--- src/rtl/stream_arb2.sv ---
// stream_arb2 -- two-source packet-level stream arbiter with a registered output.
//
// Two valid/ready sources (A and B) compete for one output stream. A grant is
// made in IDLE, then held for the whole packet until a beat with *_last is
// accepted. The FSM then returns to IDLE for one arbitration cycle. The output
// stage is a single registered beat that sustains one beat per cycle: a pop and
// a new transfer in the same cycle replace the beat with no bubble.
//
// Configuration macro: STREAM_ARB2_FIXED_PRIO_EN
//   undefined (default) : ties in IDLE are resolved round-robin via last_grant
//   defined             : ties in IDLE always go to source A
//
// Parameters:
//   DATA_W    width of the data path on every stream
//
// Ports:
//   clk        system clock, rising edge
//   rst_n      synchronous active-low reset
//   a_valid    source A beat valid
//   a_data     source A beat data
//   a_last     source A final beat of a packet
//   a_ready    source A beat accepted (with a_valid)
//   b_valid    source B beat valid
//   b_data     source B beat data
//   b_last     source B final beat of a packet
//   b_ready    source B beat accepted (with b_valid)
//   out_valid  output beat valid
//   out_data   output beat data
//   out_last   output final beat of a packet
//   out_ready  downstream accepts the output beat
//   sel        current grant (0 = A, 1 = B), held through IDLE
module stream_arb2 #(
  parameter int DATA_W = 8
) (
  input  logic              clk,
  input  logic              rst_n,
  input  logic              a_valid,
  input  logic [DATA_W-1:0] a_data,
  input  logic              a_last,
  output logic              a_ready,
  input  logic              b_valid,
  input  logic [DATA_W-1:0] b_data,
  input  logic              b_last,
  output logic              b_ready,
  output logic              out_valid,
  output logic [DATA_W-1:0] out_data,
  output logic              out_last,
  input  logic              out_ready,
  output logic              sel
);

  typedef enum logic [1:0] {
    IDLE   = 2'd0,
    BUSY_A = 2'd1,
    BUSY_B = 2'd2
  } state_t;

  state_t            state_q, state_d;
  logic              sel_q, sel_d;
  logic              out_valid_q, out_valid_d;
  logic [DATA_W-1:0] out_data_q, out_data_d;
  logic              out_last_q, out_last_d;
`ifndef STREAM_ARB2_FIXED_PRIO_EN
  logic              last_grant_q, last_grant_d;
`endif

  logic              room;
  logic              xfer;
  logic              grant;
  logic              tie_grant;
  logic [DATA_W-1:0] in_data;
  logic              in_last;

  always_comb begin
    state_d     = state_q;
    sel_d       = sel_q;
    out_valid_d = out_valid_q;
    out_data_d  = out_data_q;
    out_last_d  = out_last_q;
`ifndef STREAM_ARB2_FIXED_PRIO_EN
    last_grant_d = last_grant_q;
`endif
    a_ready = 1'b0;
    b_ready = 1'b0;
    grant   = 1'b0;

    // The output register can take a new beat when it is empty or being
    // popped this cycle; this is what gives full throughput.
    room = !out_valid_q || out_ready;

`ifdef STREAM_ARB2_FIXED_PRIO_EN
    tie_grant = 1'b0;
`else
    // last_grant holds the source that finished most recently; the other wins.
    tie_grant = ~last_grant_q;
`endif

    case (state_q)
      IDLE: begin
        if (a_valid && b_valid) begin
          grant = tie_grant;
        end else if (b_valid) begin
          grant = 1'b1;
        end
        if (a_valid || b_valid) begin
          state_d = grant ? BUSY_B : BUSY_A;
          sel_d   = grant;
        end
      end
      BUSY_A: begin
        a_ready = room;
        if (a_valid && room && a_last) begin
          state_d = IDLE;
`ifndef STREAM_ARB2_FIXED_PRIO_EN
          last_grant_d = 1'b0;
`endif
        end
      end
      BUSY_B: begin
        b_ready = room;
        if (b_valid && room && b_last) begin
          state_d = IDLE;
`ifndef STREAM_ARB2_FIXED_PRIO_EN
          last_grant_d = 1'b1;
`endif
        end
      end
      default: state_d = IDLE;
    endcase

    xfer    = (a_valid && a_ready) || (b_valid && b_ready);
    in_data = (state_q == BUSY_B) ? b_data : a_data;
    in_last = (state_q == BUSY_B) ? b_last : a_last;

    if (xfer) begin
      out_valid_d = 1'b1;
      out_data_d  = in_data;
      out_last_d  = in_last;
    end else if (out_ready) begin
      out_valid_d = 1'b0;
    end
  end

  always_ff @(posedge clk) begin
    if (!rst_n) begin
      state_q     <= IDLE;
      sel_q       <= 1'b0;
      out_valid_q <= 1'b0;
      out_data_q  <= '0;
      out_last_q  <= 1'b0;
`ifndef STREAM_ARB2_FIXED_PRIO_EN
      last_grant_q <= 1'b1;
`endif
    end else begin
      state_q     <= state_d;
      sel_q       <= sel_d;
      out_valid_q <= out_valid_d;
      out_data_q  <= out_data_d;
      out_last_q  <= out_last_d;
`ifndef STREAM_ARB2_FIXED_PRIO_EN
      last_grant_q <= last_grant_d;
`endif
    end
  end

  assign out_valid = out_valid_q;
  assign out_data  = out_data_q;
  assign out_last  = out_last_q;
  assign sel       = sel_q;

endmodule

--- config.mk ---
export PLATFORM = sky130hd
export DESIGN_NAME = stream_arb2
export DESIGN_NICKNAME = d
export VERILOG_FILES = /design/src/rtl/stream_arb2.sv
export SDC_FILE = /design/constraint.sdc
export NUM_CORES = 1
export LEC_CHECK = 0
export CAP_MARGIN = 15
export CORE_MARGIN = 10
export CORE_UTILIZATION = 35
export DETAILED_ROUTE_END_ITERATION = 12
export GPL_ROUTABILITY_DRIVEN = 0
export PLACE_DENSITY = 0.86
export SETUP_SLACK_MARGIN = 0.15
export SYNTH_ARGS = -nofsm -noshare
export SYNTH_HDL_FRONTEND = slang
export SYNTH_SLANG_ARGS = --single-unit
--- constraint.sdc ---
create_clock -name clk -period 1.2 [get_ports clk]
set_input_delay 0.18 -clock clk [delete_from_list [all_inputs] [get_ports clk]]
set_output_delay 0.18 -clock clk [all_outputs]
set_load 0.005 [all_outputs]
==> impl_metrics.yaml <==
sta:
  slew-limit-headroom_pct: 80.3
  min_period_ns: 1.29
  hold_viol: 0
  slew_viol_final: 0
  worst_slew_pin_slew_ns: 0.294
  skew_ns: 0.00931
  setup_violations: 14
  final.setup.tns_ns: -1.09
  period_share_pct: 108
  fin_ws_ns: -0.0945
  max_freq_mhz: 773
  grt_setup_unrepaired: "true"
critical_path:
  rr_startpoint: "out_valid$_SDFFE_PN0P_"
  crit_buf_inv: 1
  crit_fanout: 4
  max_stage_delay_ns: 0.37
  critical-path-top-delay-family: "simple AND/OR/NAND/NOR gates"
  critPathKind: "reg2reg"
  crit_path_top_delay_cell: "or3b_4"
  required_ns: 1.37
  cp_data_arrival_time_ns: 1.47
  critical_path.startpoint: "out_valid$_SDFFE_PN0P_"
  crit_path_end_kind: "register"
  worstPathCellList: "nor2b_4 -> buf_4 -> or3b_4 -> a22oi_2 -> nand3_1"
  start_kind: "register"
hold_path:
  hold_start: "sel$_SDFFE_PN0P_"
  hold_class: "reg2reg"
route:
  drt-pass1-iter-count: 4
  ant_nets: 0
  drc: 0
  vias_per_cell: 4.79
  wl_per_cell_microns: 14.4
  wirelength_microns: 2090
  dr.first_iter.drc_count: 29
  vias: 694
clock_tree:
  cts.htree.levels: 1
  clk_latency_ns: 0.28
  cts-root-buf: "clkbuf_4"
  cts_num_sinks: 14
  cts_setup_buffers: 0
  path_clk_slew_ns: 0.09
  clk_path_buf_depth: 2
  cts_tree: "yes"
  cts_buffers: 3
floorplanning:
  io_pins: 36
  rows: 16
  core_area_sq_um: 1960
  die_w_microns: 65.4
  initial_utilization_pct: 36.8
  die_area_sq_um: 4280
  die_y_microns: 65.4
run_status:
  status: "finished, violations left"
  violations: "setup timing"
power:
  fin_total_pwr_mw: 1.24
  cellLeakagePower_nw: 0.594
  powerDensity_nw_per_um2: 1040
  peakVddDrop_uv: 781
grt:
  grt_usage_pct: 9.65
  grt_overflow: 0
  use_met3_pct: 4.24
  top_usage_layer: "met2"
  antenna_found_initial: 0
  grt_max_degree: 20
  grt_pass1_vias: 718
  use_met1_pct: 10.1
  grt_pass1_wl_microns: 3330
  use_met2_pct: 16.8
final_layout:
  areaGrowthSynthToFinish_pct: 65.3
  utilization_pct: 60.8
  final_nets: 142
  layout_common_cells: "21 x clkdlybuf4s50_1, 16 x nand2_1, 9 x mux2i_1, 9 x o211a_1, 8 x dfxtp_2"
  final_cell_count_no_fill: 145
  num_antenna_cells: 0
  drive_gt1_share_pct: 30.5
  final_common_cell: "clkdlybuf4s50_1"
logic_synthesis:
  synth_warnings: 0
  yosys.area_share.xor_xnor_pct: 0
  avgSynthCellArea_sq_um: 10.0
  synth-main-ff-cell: "dfxtp_1"
  synth_mux_area_share_pct: 12.5
  synth_compound_area_share_pct: 21.3
  netlist_instances: 72
  syn_area_sq_um: 722
  yosys.area_share.simple_pct: 22.5
  syn_nets: 95
  synth-seq-area-share_pct: 38.8
  synth_seq_cells: 14
  synth-edff-count: 0
  synthAdderAreaFrac_pct: 0
  synth_cell_type_count: 24
  async_flop_share_pct: 0
  synth_top_family_by_area: "simple AND/OR/NAND/NOR gates"
placed_design:
  pre_cts_slack_ns: -0.409
  dp_cells: 141
  io_buffers: 35
  dp_hpwl_microns: 1680
run:
  drv_cap: 0
-- state kept, by name (all words and copies together), names as in the netlist --
register / flops
out_data: 8
sel: 1
out_last: 1
out_valid: 1
last_grant_q: 1
state_q: 2
-- per-stage QoR --
step | instance area, sq um | hold slack (ns)
finish | 1190 | 0.457
global placement | 1180 | 0.463
floorplan | 732 | 0.289
CTS | 1200 | 0.479
detailed placement | 1180 | 0.466
global route | 1190 | 0.504
-- report_power, final --
| part | switching [mW] | internal (mW) |
|---|---|---|
| clock network | 0.149 | 0.184 |
| logic | 0.140 | 0.228 |
| registers | 0.0242 | 0.515 |
| total | 0.314 | 0.927 |
-- cell type report --
type                            count  area [sq um]
Clock buffer                        4          36.3
Fill cell                         179           768
Sequential cell                    14           290
Multi-Input combinational cell     55           417
Timing Repair Buffer               45           417
Tap cell                           27          33.8
-- kinds of logic (layout without fill, tap and decap cells) --
logic type,after synthesis,in the layout
buffers and inverters,3,49
and+or+nand+nor,29,29
DFF,14,14
AOI/OAI and AO/OA,17,17
muxes,9,9
-- worst reg2reg max path, stage by stage, from the launching register on --
cell and delay (ns):
dfxtp_2 0.32, nor2b_4 0.12, buf_4 0.13, or3b_4 0.37, a22oi_2 0.16, nand3_1 0.08
-- path summary, 6_finish.rpt --
kind                                             endpoint  slack [ns]  cells after the start
worst max-delay path            last_grant_q$_SDFFE_PN1P_       -0.09                      5
worst min-delay path                     sel$_SDFFE_PN0P_        0.46                      2
worst max register to register  last_grant_q$_SDFFE_PN1P_       -0.09                      5
worst min register to register           sel$_SDFFE_PN0P_        0.46                      2
-- timing repair --
item,CTS,global route
gates resized for setup,28,16
hold buffers,0,0
endpoints found under the setup margin,26,26
-- layer usage --
| layer | wire, microns | share of wire, % |
|---|---|---|
| met1 | 803 | 38 |
| met2 | 1110 | 53 |
| met3 | 173 | 8.3 |
| met4 | 0 | 0 |
| met5 | 0 | 0 |
-- cells in the mapped netlist, types with 2 or more instances --
cell / instances / area [sq um]
nand2_1: 16 / 60.1
mux2i_1: 9 / 90.1
dfxtp_1: 14 / 280
nand3_1: 2 / 10.0
o211a_1: 9 / 90.1
nor2b_1: 2 / 12.5
o21ai_0: 2 / 10.0
and2b_1: 2 / 15.0
(Power assumes the default switching activity.)
